File: config.mk
export PLATFORM = sky130hd
export DESIGN_NAME = fetch_unit
export DESIGN_NICKNAME = d
export VERILOG_FILES = /design/src/rtl/fetch_unit.sv
export SDC_FILE = /design/constraint.sdc
export NUM_CORES = 1
export LEC_CHECK = 0
export ABC_AREA = 1
export CAP_MARGIN = 20
export CORE_ASPECT_RATIO = 1.4
export CORE_MARGIN = 2
export CORE_UTILIZATION = 53
export CTS_CLUSTER_SIZE = 20
export DETAILED_ROUTE_END_ITERATION = 6
export PLACE_DENSITY = 0.79
export SLEW_MARGIN = 20
export SYNTH_ARGS = -nofsm -noshare
export SYNTH_HDL_FRONTEND = slang
export SYNTH_SLANG_ARGS = --single-unit
File: constraint.sdc
create_clock -name i_clk -period 2.3 [get_ports i_clk]
set_input_delay 0.69 -clock i_clk [delete_from_list [all_inputs] [get_ports i_clk]]
set_output_delay 0.69 -clock i_clk [all_outputs]
set_load 0.005 [all_outputs]
File: src/rtl/fetch_unit.sv
// Instruction fetch: owns the PC, single-outstanding imem requests, output slot plus hold buffer.
// Build option FETCH_MISALIGN_EN: misaligned redirect targets trap instead of being truncated.
//
// state   | meaning
// RESET   | reset applied, no request yet
// FETCH   | request at pc in flight (or being issued)
// HOLD    | fetched word parked in hold buffer, decode stalled, no request
// KILL    | redirected while a request was in flight; drain and discard its data
// TRAP    | misaligned redirect target, idle until the next redirect
module fetch_unit #(
  parameter logic [31:0] RESET_VECTOR = 32'h0000_0000,
  parameter logic [31:0] NOP_INST     = 32'h0000_0013
) (
  input  logic        i_clk,
  input  logic        i_rst_n,
  input  logic        i_branch_en,
  input  logic [31:0] i_branch_tgt,
  input  logic        i_stall,
  output logic        o_imem_req,
  output logic [31:0] o_imem_addr,
  input  logic        i_imem_ack,
  input  logic [31:0] i_imem_dat,
  output logic        o_valid,
  output logic [31:0] o_inst,
  output logic [31:0] o_pc,
  output logic        o_misaligned
);

  typedef enum logic [2:0] {
    S_RESET,
    S_FETCH,
    S_HOLD,
    S_KILL
`ifdef FETCH_MISALIGN_EN
    , S_TRAP
`endif
  } state_t;

  state_t      state;
  logic [31:0] pc;
  logic        hold_valid;
  logic [31:0] hold_inst;
  logic [31:0] hold_pc;
  logic        slot_free;
  logic        slot_taken;
  logic [31:0] tgt_pc;

  assign slot_free  = !o_valid || !i_stall;
  assign slot_taken = o_valid && !i_stall;

`ifdef FETCH_MISALIGN_EN
  logic tgt_misal;
  logic misal_q;

  assign tgt_misal    = |i_branch_tgt[1:0];
  assign tgt_pc       = tgt_misal ? i_branch_tgt : (i_branch_tgt & ~32'h3);
  assign o_misaligned = misal_q;
`else
  assign tgt_pc       = i_branch_tgt & ~32'h3;
  assign o_misaligned = 1'b0;
`endif

  always_ff @(posedge i_clk) begin
    if (!i_rst_n) begin
      state       <= S_RESET;
      pc          <= RESET_VECTOR;
      o_imem_req  <= 1'b0;
      o_imem_addr <= RESET_VECTOR;
      o_valid     <= 1'b0;
      o_inst      <= NOP_INST;
      o_pc        <= '0;
      hold_valid  <= 1'b0;
      hold_inst   <= NOP_INST;
      hold_pc     <= '0;
`ifdef FETCH_MISALIGN_EN
      misal_q     <= 1'b0;
`endif
    end else begin
      // Decode took the slot; later assignments refill it if new data lands.
      if (slot_taken) begin
        o_valid <= 1'b0;
        o_inst  <= NOP_INST;
      end

      if (i_branch_en) begin
        o_valid    <= 1'b0;
        o_inst     <= NOP_INST;
        hold_valid <= 1'b0;
        pc         <= tgt_pc;
`ifdef FETCH_MISALIGN_EN
        misal_q    <= tgt_misal;
`endif
        // An unacked request must complete on its original address.
        if (o_imem_req && !i_imem_ack) begin
          state <= S_KILL;
        end
`ifdef FETCH_MISALIGN_EN
        else if (tgt_misal) begin
          state      <= S_TRAP;
          o_imem_req <= 1'b0;
        end
`endif
        else begin
          state       <= S_FETCH;
          o_imem_req  <= 1'b1;
          o_imem_addr <= tgt_pc;
        end
      end else begin
        case (state)
          S_RESET: begin
            state       <= S_FETCH;
            o_imem_req  <= 1'b1;
            o_imem_addr <= pc;
          end

          S_FETCH: begin
            if (i_imem_ack) begin
              pc <= pc + 32'd4;
              if (slot_free) begin
                o_inst      <= i_imem_dat;
                o_pc        <= o_imem_addr;
                o_valid     <= 1'b1;
                o_imem_addr <= pc + 32'd4;
              end else begin
                hold_inst  <= i_imem_dat;
                hold_pc    <= o_imem_addr;
                hold_valid <= 1'b1;
                o_imem_req <= 1'b0;
                state      <= S_HOLD;
              end
            end
          end

          S_HOLD: begin
            if (!i_stall) begin
              o_inst      <= hold_inst;
              o_pc        <= hold_pc;
              o_valid     <= hold_valid;
              hold_valid  <= 1'b0;
              state       <= S_FETCH;
              o_imem_req  <= 1'b1;
              o_imem_addr <= pc;
            end
          end

          S_KILL: begin
            if (i_imem_ack) begin
`ifdef FETCH_MISALIGN_EN
              if (misal_q) begin
                state      <= S_TRAP;
                o_imem_req <= 1'b0;
              end else begin
                state       <= S_FETCH;
                o_imem_req  <= 1'b1;
                o_imem_addr <= pc;
              end
`else
              state       <= S_FETCH;
              o_imem_req  <= 1'b1;
              o_imem_addr <= pc;
`endif
            end
          end

          default: begin
            o_imem_req <= 1'b0;
          end
        endcase
      end
    end
  end

endmodule

---- Word level (Yosys, flattened, before mapping) ----
Cells that the tools add are included.
cells by class
  multiplexer cells ....................... 42
  bitwise logic cells ..................... 3
  equality and inequality tests ........... 13
  reductions and logical operators ........ 20
  $add $sub $neg .......................... 1
operator list
  kind                                                                   number
  32-bit 2-to-1 mux                                                      16
  32-bit case mux with 2 select lines                                    2
  32-bit case mux with 4 select lines                                    1
  32-bit by 3-bit adder with 32-bit output, second input constant        1
  3-bit 2-to-1 mux                                                       5
  3-bit inequality test, second input constant                           5
  5-bit AND reduction                                                    3
  1-bit 2-to-1 mux                                                       13
  3-bit case mux with 4 select lines                                     1
  2-bit inequality test, second input constant                           5
  4-bit AND reduction                                                    2
  3-bit by 2-bit equality test with 1-bit output, second input constant  2
  6-bit AND reduction                                                    1
  2-bit nonzero test                                                     3
  5-bit nonzero test                                                     1
  1-bit case mux with 2 select lines                                     2
  1-bit case mux with 4 select lines                                     1
  2-bit AND reduction                                                    2
  3-bit by 1-bit equality test with 1-bit output, second input constant  1
  1-bit logical NOT                                                      3
  3-bit logical NOT                                                      1
  1-bit NOT                                                              3
  1-bit logical AND                                                      2
  2-bit 2-to-1 mux                                                       1
  other kinds (2)                                                        2
word-level totals
  word-level logic and storage cells ...... 90
  flip-flop bits (word level) ............. 198

---- Logic depth before layout (Yosys ltp) ----
Gate-level depths: netlist (run 1).
  depth in word-level cells ............... 6
  mapped depth ............................ 12

---- Least setup slack after synthesis (run 1) ----
OpenSTA, ideal clock, no wires.
  path type ............................... input to register
  from .................................... in i_imem_ack
  to ...................................... reg o_inst[0]
  arrival time ............................ 1620 ps
  library setup time ...................... 119 ps
  slack ................................... 561 ps
  required time ........................... 2181 ps
  buffers on the path ..................... 3
  stages on the path ...................... 9
  path through ............................ buf_2 > nand2_2 > inv_2 > buf_4 > buf_4 > nand3_1 > o21ai_0 > a21oi_1 > nand2_1
on the way
  cells in the longest elaborated chain, start to end .. 2
ends and longest elaborated chain
  what                                 line  source
  from (decl)                          21    input logic i_imem_ack,
  32-bit 2-to-1 mux                    117   if (i_imem_ack) begin
  32-bit case mux with 2 select lines  109   case (state)
  to (signal assigned)                 120   o_inst <= i_imem_dat;
  to (signal assigned)                 136   o_inst <= hold_inst;
  to (decl)                            24    output logic [31:0] o_inst,
No other way between the ends.
A chain may end at the register's enable or synchronous reset.

---- Final worst setup path (run 1) ----
  from .................................... reg o_imem_addr[28]
  to ...................................... out o_imem_addr[28]
RTL lines
  what                    line  source
  from (decl)             20    output logic [31:0] o_imem_addr,
  from (signal assigned)  106   o_imem_addr <= tgt_pc;
  from (signal assigned)  113   o_imem_addr <= pc;
  from (signal assigned)  123   o_imem_addr <= pc + 32'd4;
No word-level cell between the ends.

==> results of run 1 <==
==> synthesized netlist by cell type <==
cell | number | share of area
a21boi_0 | 2 | 0.0017
a21oi_1 | 144 | 0.079
a31oi_1 | 8 | 0.0055
a41oi_1 | 3 | 0.0029
buf_1 | 2 | 0.00083
buf_2 | 25 | 0.014
buf_4 | 12 | 0.0099
buf_6 | 7 | 0.0087
clkbuf_1 | 35 | 0.014
clkinv_2 | 1 | 0.00055
conb_1 | 1 | 0.00041
dfxtp_1 | 189 | 0.42
ha_1 | 6 | 0.0083
inv_1 | 92 | 0.038
inv_2 | 9 | 0.0037
mux2i_1 | 30 | 0.033
nand2_1 | 307 | 0.13
nand2_2 | 5 | 0.0034
nand3_1 | 41 | 0.023
nand3_2 | 2 | 0.0022
nand3b_1 | 1 | 0.00083
nand4_1 | 1 | 0.00069
nand4_4 | 1 | 0.0023
nor2_1 | 149 | 0.062
nor2_2 | 13 | 0.0089
nor2_4 | 4 | 0.0050
nor2_8 | 1 | 0.0022
nor3_1 | 4 | 0.0022
o211ai_1 | 1 | 0.00083
o21a_1 | 2 | 0.0017
o21ai_0 | 130 | 0.072
o21ai_1 | 43 | 0.024
o21ai_2 | 1 | 0.00096
o22ai_1 | 23 | 0.016
o31ai_1 | 1 | 0.00083
xnor2_1 | 1 | 0.00096
xor2_1 | 8 | 0.0077
==> cells by family after synthesis <==
group,after synthesis,synth area share
other,1,0.000413
and+or+nand+nor,529,0.239
xor gates and xnor gates,9,0.00867
adders and majority gates,6,0.00826
buffers and inverters,183,0.0899
AOI/OAI and AO/OA,358,0.205
muxes,30,0.0330
DFF,189,0.416
==> per-stage QoR <==
stage	hold slack (ns)	power (uW)	TNS, ns
floorplan	0.425	6520	0
finish	0.452	11700	0
CTS	0.452	11700	0
detailed placement	0.441	8550	-3.99
global route	0.470	12300	0
global placement	0.439	8480	-1.37
==> routing by layer <==
layer,up-vias,track usage
met2,294,0.513
met4,0,0.133
met1,4244,0.332
li1,4556,-
met5,-,0
met3,59,0.0502
==> where the power goes <==
group | total (uW) | leakage [uW] | internal (uW) | switching (uW)
sequential | 4250 | 0.00154 | 3790 | 460
clock | 3180 | 0.000307 | 1850 | 1330
combinational | 4290 | 0.00243 | 1980 | 2310
==> state kept, by name (all words and copies together), names as in the netlist <==
signal       flops
hold_inst       32
o_inst          32
hold_pc         30
o_imem_addr     30
o_pc            30
pc              30
state            2
hold_valid       1
o_imem_req       1
o_valid          1
==> path summary, 6_finish.rpt <==
check,startpoint,end,slack [ns],cells after the start
hold reg to reg,hold_inst[2],hold_inst[2],0.45,2
setup reg to reg,state[0],o_pc[21],0.32,7
setup / recovery,o_imem_addr[28],o_imem_addr[28],0.16,1
hold / removal,hold_inst[2],hold_inst[2],0.45,2
==> cell type report <==
cell class                      count  area (um^2)  share of cell area
Inverter                          102          384              0.0329
Timing Repair Buffer              201         2100               0.180
Sequential cell                   189         3780               0.325
Clock buffer                       18          429              0.0368
Multi-Input combinational cell    937         4510               0.386
Tap cell                          203          254              0.0218
Clock inverter                     14          203              0.0174
==> reports/metrics.csv, run 1 <==
metric;value;unit
htree_num_levels;4;
tritoncts;done;
crit_slowest_cell;clkdlybuf4s50_1;
finalSetupViolCount;0;
clk_latency;0.43;ns
highest_layer;met4;
initial_core_util;0.543;
ir_worst_vdd;550;uV
cts.repair.resized;0;
fin_crit;2.14;ns
pre_cts_slack;-0.108;ns
cts_setup_buffers;0;
num-fill-cells;1466;
wirelength_met1;10700;um
wl_met3;1430;um
path_class;reg2out;
end_kind;primary output;
p_leak;0.00427;uW
coreArea;0.0167;mm^2
fp.dieW;115;um
cts-hold-fix-buffers;0;
clockRootBuffer;clkbuf_16;
syn_inst;1305;
die-area;0.0182;mm^2
arrival;1.45;ns
max_clock_freq;0.467;GHz
die-height;159;um
gp_congestion;0.889;
met2WireLength;13500;um
grt_pass1_vias;8754;
yosysUniqueCellTypes;37;
worstMarginPinSlew;0.587;ns
cts-buffers-inserted;17;
max_stage_delay;0.58;ns
drv_cap;0;
fin_util;0.696;
synth_seq_cells;189;
grt_max_degree;79;
syn_area_per_cell;6.96;um^2
max_slew_margin;0.608;
io_buffers;160;
drive_above_1_share;0.0767;
fin_cells;1664;
grt_overflow;0;
placed_cell_area;0.0110;mm^2
stdcell_area;0.0117;mm^2
rows;56;
track_usage;0.289;
syn_area;0.00909;mm^2
start_kind;register;
num_vias;9153;
status;finished, final reports clean;
finalHoldViolCount;0;
yosysSeqAreaShare;0.416;
clk_pin_slew;0.07;ns
hpwl;18400;um
final_common_cell;nand2_1;
pin_count;168;
grt_pass1_wl;42400;um
synth_warnings;0;
clockBufferDepth;2;
rsz0062_at_grt;no;
ant_nets;0;
crit_chain;clkdlybuf4s50_1;
dp.cells;1632;
drc;0;
clkSinkCount;189;
min_period_over_period;0.931;
setup_slack;0.159;ns
layout_common_cells;nand2_1 (307), dfxtp_1 (189), clkdlybuf4s50_1 (158);
required;1.61;ns
dr.first_iter.drc_count;777;
critical_path.top_delay_family;buffers and inverters;
layout.nets;1523;
wirelength;26500;um
finalMaxSlewViolations;0;
hp-class;reg2reg;
crit_fanout;4;
diodes;0;
antenna_found_initial;0;
crit_buf_inv;1;
area_delta_synth_final;28.3;%
via_per_inst;5.50;
power_density;1000;mW/mm^2
avgRoutedWirePerCell;16.0;um
finClkSkew;0.0123;ns
first_pass_iters;5;
Note: power is estimated with default switching activity, not from simulation.
==> run 2, diff against run 1 <==
--- a/config.mk
+++ b/config.mk
@@ -7,12 +7,14 @@
 export LEC_CHECK = 0
 export ABC_AREA = 1
 export CAP_MARGIN = 20
+export CELL_PAD_IN_SITES_DETAIL_PLACEMENT = 1
+export CELL_PAD_IN_SITES_GLOBAL_PLACEMENT = 1
 export CORE_ASPECT_RATIO = 1.4
 export CORE_MARGIN = 2
-export CORE_UTILIZATION = 53
+export CORE_UTILIZATION = 37
 export CTS_CLUSTER_SIZE = 20
 export DETAILED_ROUTE_END_ITERATION = 6
-export PLACE_DENSITY = 0.79
+export PLACE_DENSITY = 0.77
 export SLEW_MARGIN = 20
 export SYNTH_ARGS = -nofsm -noshare
 export SYNTH_HDL_FRONTEND = slang
==> run 2 against run 1 <==
- sequential power about the same
- total power up 0.66%
- die area is 42% higher
- via count is 0.68% higher
- core utilization fell by 20 points
- routed wire length is 17% higher
- critical path type unchanged
- sequential share of layout area is 0.56 points lower
- clock power shrank 2%
- largest power group unchanged
- non-clock buffer count up 9
- combinational power increased by 3%
==> reports/metrics.csv, run 2 (same netlist as run 1, synthesis figures left out) <==
metric;value;unit;change
status;finished, final reports clean;;
critPathCapture;o_imem_addr[27];;
arrival;1.47;ns;+0.02 ns
clkSinkCount;189;;unchanged
finalSetupViolCount;0;;unchanged
tritoncts;done;;
drive_above_1_share;0.0830;;+0.00633
clk_latency;0.44;ns;about the same
crit_buf_inv;1;;unchanged
path_class;reg2out;;
rr_worst_depth;10;;+3
crit_path_start;o_imem_addr[27];;
critical_path.top_delay_family;buffers and inverters;;
placed_cell_area;0.0113;mm^2;+2.1%
crit_slowest_cell;clkdlybuf4s50_1;;
first_pass_iters;4;;-1
start_kind;register;;
totalPowerFinal;11800;uW;+0.66%
via_per_inst;5.18;;-5.9%
cts.repair.resized;0;;unchanged
grt_pass1_vias;9524;;+8.8%
power_density;994;mW/mm^2;-1.1%
hp-class;reg2reg;;
pin_count;168;;unchanged
initial_core_util;0.378;;-0.165
cp_num_cells;1;;unchanged
coreArea;0.0241;mm^2;+44%
max_clock_freq;0.463;GHz;-0.93%
area_delta_synth_final;30.5;%;
clockBufferDepth;2;;unchanged
gp_congestion;0.877;;-1.3%
grt_max_degree;112;;+42%
min_period_over_period;0.940;;+0.00876
fin_util;0.493;;-0.203
rsz0062_at_grt;no;;
grt_pass1_wl;49300;um;+16%
ir_worst_vdd;572;uV;+4.0%
antenna_found_initial;0;;unchanged
grt_overflow;0;;unchanged
wirelength;30900;um;+17%
die-area;0.0259;mm^2;+42%
io_buffers;160;;unchanged
num_vias;9215;;+0.68%
die-height;189;um;+19%
htree_num_levels;4;;unchanged
ant_nets;0;;unchanged
worstMarginPinSlew;0.592;ns;+0.00522 ns
end_kind;primary output;;
finalMaxSlewViolations;0;;unchanged
dr.first_iter.drc_count;313;;-60%
track_usage;0.244;;-0.0454
avgRoutedWirePerCell;17.4;um;+8.9%
layout_common_cells;nand2_1 (307), dfxtp_1 (189), clkdlybuf4s50_1 (158);;
max_slew_margin;0.605;;-0.00348
drc;0;;unchanged
stdcell_area;0.0119;mm^2;+1.7%
fin_crit;2.16;ns;+0.0201 ns
cts_setup_buffers;0;;unchanged
hpwl;22100;um;+20%
clockRootBuffer;clkbuf_16;;
reg_top3;hold_inst x32, o_inst x32;;
fp.dieW;136;um;+19%
drv_cap;0;;unchanged
clk_pin_slew;0.07;ns;about the same
rrSetupSlack;0.31;ns;about the same
finalHoldViolCount;0;;unchanged
required;1.61;ns;about the same
crit_chain;clkdlybuf4s50_1;;
layout.nets;1532;;+0.59%
timing.rr.end;o_pc[25];;
diodes;0;;unchanged
cts-buffers-inserted;17;;unchanged
crit_fanout;4;;unchanged
reg2reg_from;state[1];;
p_leak;0.00431;uW;+0.96%
rows;67;;+20%
final_common_cell;nand2_1;;
max_stage_delay;0.59;ns;about the same
finClkSkew;0.0103;ns;-0.00198 ns
cts-hold-fix-buffers;0;;unchanged
run 2: final cells by class:
type                            instances  area (um^2)
Sequential cell                       189         3780
Timing Repair Buffer                  210         2190
Tap cell                              310          388
Clock buffer                           17          425
Clock inverter                         15          184
Multi-Input combinational cell        937         4510
Inverter                              102          384
Fill cell                            3064        12200
run 2: worst min-delay path by stage:
stage / start / endpoint / slack [ns] / cells after the start
after CTS: hold_inst[5] / hold_inst[5] / 0.46 / 2
final: hold_inst[5] / hold_inst[5] / 0.46 / 2
after floorplan: hold_inst[2] / hold_inst[2] / 0.42 / 2
after global routing: hold_inst[14] / hold_inst[14] / 0.47 / 2
after global placement: hold_inst[6] / hold_inst[6] / 0.44 / 2
after detailed placement: hold_inst[5] / hold_inst[5] / 0.45 / 2
run 2: metal layers:
layer,track usage,routed length [um]
met5,0,0
met4,0.102,935
met3,0.0316,981
met2,0.442,15900
met1,0.283,13100
run 2: stage by stage:
stage / hold slack, ns / worst slack, ns / instances / setup TNS, ns
after detailed placement: 0.448 / -0.128 / 1748 / -3.65
after global routing: 0.474 / 0.0198 / 1780 / 0
after global placement: 0.442 / -0.0631 / 1748 / -0.963
after CTS: 0.460 / 0.132 / 1780 / 0
after floorplan: 0.425 / 0.561 / 1309 / 0
final: 0.458 / 0.139 / 1780 / 0
run 2: where the power goes:
group	total [uW]	internal (uW)	switching (uW)	leakage, uW
sequential	4280	3790	492	0.00154
combinational	4400	1990	2400	0.00248
clock	3120	1730	1390	0.000296
==> patch 1, RTL diff (config.mk and constraints of run 2) <==
The option `FETCH_MISALIGN_EN` is turned on by a define.
--- a/src/rtl/fetch_unit.sv
+++ b/src/rtl/fetch_unit.sv
@@ -8,4 +8,6 @@
 // KILL    | redirected while a request was in flight; drain and discard its data
 // TRAP    | misaligned redirect target, idle until the next redirect
+`define FETCH_MISALIGN_EN
+
 module fetch_unit #(
   parameter logic [31:0] RESET_VECTOR = 32'h0000_0000,
Check against the original RTL: not settled (the Yosys comparison gave no result); the edit may change what the design does.
==> patch 1 against run 2 <==
  * Worst setup slack got worse by 0.056 ns
  * Final area increased by 5.6%
  * Die area grew 7.0%
  * Wire length increased by 10%
  * Count of clock-buffer cells in the layout grew 4
  * Critical path type unchanged
  * Synthesized area increased by 7.2%
  * Via count is 12% higher
  * Largest cell class unchanged
  * Critical endpoint is now o_imem_addr[0]
  * Sequential cell count up 10
Power is not compared: it rests on default switching activity, and its combinational part moved more than twofold at a synthesized area within 25%.
==> patch 1: results (changes against run 2) <==
<table>
<tr><th>Metric</th><th>Value</th></tr>
<tr><th colspan="2">Run status</th></tr>
<tr><td>Status</td><td>completed</td></tr>
<tr><th colspan="2">Timing</th></tr>
<tr><td>Largest clock skew in the final design</td><td>0.0103 ns (-0.0000157 ns)</td></tr>
<tr><td>Actual transition at the worst max-transition pin</td><td>0.421 ns (-0.171 ns)</td></tr>
<tr><th colspan="2">Global routing</th></tr>
<tr><td>Largest net degree at the start of global routing</td><td>88 (-21%)</td></tr>
<tr><td>First-pass GRT wire length</td><td>55000 um (+12%)</td></tr>
<tr><td>Total global-route track usage</td><td>24.9% (+0.57 points)</td></tr>
<tr><th colspan="2">Drt</th></tr>
<tr><td>Total number of vias</td><td>10400 (+12%)</td></tr>
<tr><td>Number of DRC violations after detailed-routing iteration 0</td><td>386 (+23%)</td></tr>
<tr><td>Aggregate routed wire length</td><td>34100 um (+10%)</td></tr>
<tr><td>TritonRoute pass-1 iters</td><td>5 (+1)</td></tr>
<tr><th colspan="2">Placement</th></tr>
<tr><td>Count of input and output buffers</td><td>167 (+4.4%)</td></tr>
<tr><td>Half-perimeter wire length after detailed placement</td><td>24700 um (+12%)</td></tr>
<tr><td>Post-placement worst setup slack</td><td>-0.0982 ns (+0.0302 ns)</td></tr>
<tr><td>Placer's final routability congestion estimate</td><td>0.903 (+3.0%)</td></tr>
<tr><th colspan="2">Logic synthesis</th></tr>
<tr><td>Part of the Yosys area used for sequential elements</td><td>40.9% (-0.73 points)</td></tr>
<tr><td>Yosys cell types</td><td>35 (-5.4%)</td></tr>
<tr><td>Mux share of post-synthesis cell area</td><td>0% (-3.3 points)</td></tr>
<tr><td>Biggest area contributors in the synthesized netlist</td><td>sky130_fd_sc_hd__dfxtp_1 (41%), sky130_fd_sc_hd__nand2_1 (12%), sky130_fd_sc_hd__nor2_1 (8.7%)</td></tr>
<tr><td>Share of the synthesized area in compound gates (AO/OA/AOI/OAI)</td><td>17.0% (-3.4 points)</td></tr>
<tr><td>Top cells by count, synth</td><td>sky130_fd_sc_hd__nand2_1 (320), sky130_fd_sc_hd__nor2_1 (226), sky130_fd_sc_hd__dfxtp_1 (199)</td></tr>
<tr><td>Synthesized-area fraction occupied by xor and xnor cells</td><td>0.450% (-0.42 points)</td></tr>
<tr><td>Adder-Cell Fraction of Synth Area</td><td>0.128% (-0.70 points)</td></tr>
<tr><th colspan="2">Final layout</th></tr>
<tr><td>Final #Nets</td><td>1690 (+10%)</td></tr>
<tr><td>Ratio of cells with drive above 1 in the final layout</td><td>6.38% (-1.9 points)</td></tr>
<tr><td>Count of filler cells inserted in the layout</td><td>3376 (+10%)</td></tr>
<tr><th colspan="2">CTS</th></tr>
<tr><td>CTS Buf Count</td><td>17 (unchanged)</td></tr>
<tr><td>Insertion delay of the later-clocked pin in the worst-skew pair</td><td>0.45 ns</td></tr>
<tr><th colspan="2">Critical path</th></tr>
<tr><td>CP arrival</td><td>1.53 ns (+0.06 ns)</td></tr>
</table>
-- patch 1: stage by stage --
stage	cell area, um2	instances	power (mW)
after global placement	12000	1925	5.84
after detailed placement	12000	1925	5.89
after CTS	12500	1955	8.86
final	12500	1955	8.77
after floorplan	9740	1478	4.90
after global routing	12500	1955	9.17
-- patch 1: worst paths after layout --
kind | start | to | slack [ns] | cells past startpoint
worst max-delay path | o_imem_addr[0] | o_imem_addr[0] | 0.08 | 1
worst min-delay path | hold_pc[18] | hold_pc[18] | 0.45 | 2
worst max register to register | pc[2] | o_imem_addr[22] | 0.36 | 9
worst min register to register | hold_pc[18] | hold_pc[18] | 0.45 | 2
-- patch 1: cell type report --
cell class | instances | area [um2] | area share, %
clock inverters | 9 | 104 | 0.829
clock buffers | 21 | 450 | 3.60
multi-input cells | 1069 | 4880 | 38.9
well taps | 324 | 405 | 3.24
inverters | 116 | 438 | 3.50
repair buffers | 217 | 2260 | 18.1
flip-flops and latches | 199 | 3980 | 31.8
-- patch 1: cell families after synthesis --
family,Yosys count
AOI/OAI and AO/OA,320
xor gates and xnor gates,5
adders and majority gates,1
buffers and inverters,210
DFF,199
and+or+nand+nor,743
-- patch 1: where the power goes --
part | total [mW] | switching, mW | leakage, nW | internal (mW)
registers | 3.94 | 0.262 | 1.62 | 3.67
clock network | 2.97 | 1.35 | 0.269 | 1.61
logic | 1.87 | 1.03 | 3.10 | 0.842
-- patch 1: per-layer routing --
metal	track usage (%)	vias to the layer above	wire length [um]
met3	3.17	50	1140
li1	-	5120	-
met2	46.3	203	17900
met5	0	-	0
met4	9.48	0	991
met1	28.9	4985	14100
==> patch 2, RTL diff (flow settings as in run 2) <==
Made on the original files. Make the reset (`i_rst_n`) asynchronous in one clocked block.
--- a/src/rtl/fetch_unit.sv
+++ b/src/rtl/fetch_unit.sv
@@ -61,5 +61,5 @@
 `endif
 
-  always_ff @(posedge i_clk) begin
+  always_ff @(posedge i_clk or negedge i_rst_n) begin
     if (!i_rst_n) begin
       state       <= S_RESET;
Function: changed (Yosys sat finds a counterexample within 4 cycles, from zero or initial values and one cycle with i_rst_n low; the reset may be asserted at any time).
==> patch 2 against run 2 <==
  * The run now ends with DRC left
  * Wire length is 7.3% lower
  * Clock skew is 0.00067 ns lower
  * Sequential cell count is 3 higher
  * Sequential share of layout area is 6.5 points higher
  * Worst setup slack worse by 0.0048 ns
  * Final area is 5.7% higher
  * Utilization is 0.089 points lower
  * Sequential power is 33% higher
  * Synthesized area is 5.5% higher
  * Die area is 5.4% higher
  * Total power is 30% higher
  * Largest cell class is now sequential cells
==> patch 2: results (changes against run 2) <==
<table>
<tr><th>Metric</th><th>Value</th></tr>
<tr><th colspan="2">Drt</th></tr>
<tr><td>Vias per std cell</td><td>5.06 (-2.3%)</td></tr>
<tr><td>DRC violations left</td><td>14 (+14)</td></tr>
<tr><th colspan="2">Power and ir drop</th></tr>
<tr><td>Worst-case vdd ir drop</td><td>0.618 mV (+8.0%)</td></tr>
<tr><td>Static power due to leakage</td><td>5.80 nW (+35%)</td></tr>
<tr><th colspan="2">Run status</th></tr>
<tr><td>Failing checks</td><td>DRC</td></tr>
<tr><td>Status</td><td>finished with violations</td></tr>
<tr><th colspan="2">Final layout</th></tr>
<tr><td>Final #Nets</td><td>1480 (-3.4%)</td></tr>
<tr><td>Ratio of cells with drive above 1 in the final layout</td><td>8.82% (+0.52 points)</td></tr>
<tr><td>Finished Layout Cells</td><td>1737 (-2.4%)</td></tr>
<tr><th colspan="2">Global routing</th></tr>
<tr><td>Total global-route track usage</td><td>21.8% (-2.5 points)</td></tr>
<tr><td>Largest net degree at the start of global routing</td><td>77 (-31%)</td></tr>
<tr><td>Vias in the first global route</td><td>9593 (+0.72%)</td></tr>
<tr><td>First-pass GRT wire length</td><td>48100 um (-2.5%)</td></tr>
<tr><th colspan="2">Critical path</th></tr>
<tr><td>Crit Reg-Reg Startpoint</td><td>state[0]</td></tr>
<tr><td>Cell type group with the largest total delay on the critical path</td><td>flip-flops</td></tr>
<tr><td>Slowest cell on the critical path</td><td>sky130_fd_sc_hd__dfstp_2</td></tr>
<tr><td>End point of the critical path</td><td>o_inst[1]</td></tr>
<tr><td>Endpoint of the lowest-slack register-to-register path</td><td>o_pc[6]</td></tr>
<tr><td>Worst reg2reg setup slack</td><td>0.18 ns (-0.13 ns)</td></tr>
<tr><td>Biggest cell delay along the critical path</td><td>0.54 ns (-0.05 ns)</td></tr>
<tr><td>First element of the critical path</td><td>o_inst[1]</td></tr>
<tr><th colspan="2">Logic synthesis</th></tr>
<tr><td>Synthesized-area fraction occupied by xor and xnor cells</td><td>1.19% (+0.32 points)</td></tr>
<tr><td>Adder-Cell Fraction of Synth Area</td><td>0.783% (-0.043 points)</td></tr>
<tr><td>Top cells by count, synth</td><td>sky130_fd_sc_hd__nand2_1 (414), sky130_fd_sc_hd__dfrtp_1 (186), sky130_fd_sc_hd__nor2_1 (156)</td></tr>
<tr><td>Proportion of synthesized flip-flops having asynchronous set or reset</td><td>100% (+100 points)</td></tr>
<tr><th colspan="2">Min path</th></tr>
<tr><td>Kind of path behind the tightest hold check</td><td>input pin to asynchronous set/reset pin</td></tr>
<tr><th colspan="2">Placement</th></tr>
<tr><td>Half-perimeter wire length after detailed placement</td><td>21600 um (-2.0%)</td></tr>
<tr><td>Placer's final routability congestion estimate</td><td>0.904 (+3.1%)</td></tr>
<tr><td>Instance area after placement</td><td>11900 um2 (+5.9%)</td></tr>
<tr><th colspan="2">Timing</th></tr>
<tr><td>Largest clock skew in the final design</td><td>0.00963 ns (-0.000674 ns)</td></tr>
</table>
## patch 2: changes by cell type after synthesis, sizes merged, moves of 25 or more
cell,before,now
mux2i,30,0
a21oi,144,31
mux2,0,25
dfrtp,0,186
dfxtp,189,0
nand2,312,418
a31oi,8,36
o21ai,174,119
## patch 2: routing by layer
| layer | global-route usage, % | vias to the layer above | share of wire, % |
|---|---|---|---|
| met5 | 0 | - | 0 |
| met4 | 7.37 | 0 | 2.3 |
| met3 | 2.86 | 36 | 2.3 |
| met2 | 41.3 | 137 | 54 |
| met1 | 25.2 | 4349 | 42 |
| li1 | - | 4268 | - |
## patch 2: final cells by class
type	count	area (um2)	area share (%)
sequential	192	4810	38.4
multi-input combinational	878	4100	32.7
timing repair buffer	217	2230	17.8
clock buffer	17	425	3.39
tap	319	399	3.18
inverter	99	374	2.98
clock inverter	15	195	1.56
## patch 2: how the worst min path moves through the flow
stage / from / to / slack (ns)
after floorplan: i_rst_n / hold_inst[10] / 0.39
after global placement: o_inst[28] / o_inst[28] / 0.45
after detailed placement: o_inst[17] / o_inst[17] / 0.46
after CTS: i_rst_n / o_pc[8] / 0.15
after global routing: i_rst_n / o_pc[8] / 0.16
final: i_rst_n / o_pc[7] / 0.15
## patch 2: stage by stage
| stage | worst slack, ns | power (mW) | hold WS, ns |
|---|---|---|---|
| 2_1_floorplan | 0.513 | 9.01 | 0.394 |
| 3_3_place_gp | -0.168 | 12.0 | 0.452 |
| 3_5_place_dp | -0.227 | 12.3 | 0.459 |
| 4_1_cts | 0.104 | 15.5 | 0.147 |
| 5_1_grt | 0.0476 | 16.5 | 0.157 |
| 6_report | 0.134 | 15.3 | 0.154 |
## patch 2: power by group
part	internal (mW)	switching, mW
sequential	4.73	0.971
clock	1.66	1.47
combinational	3.05	3.43
total	9.44	5.87
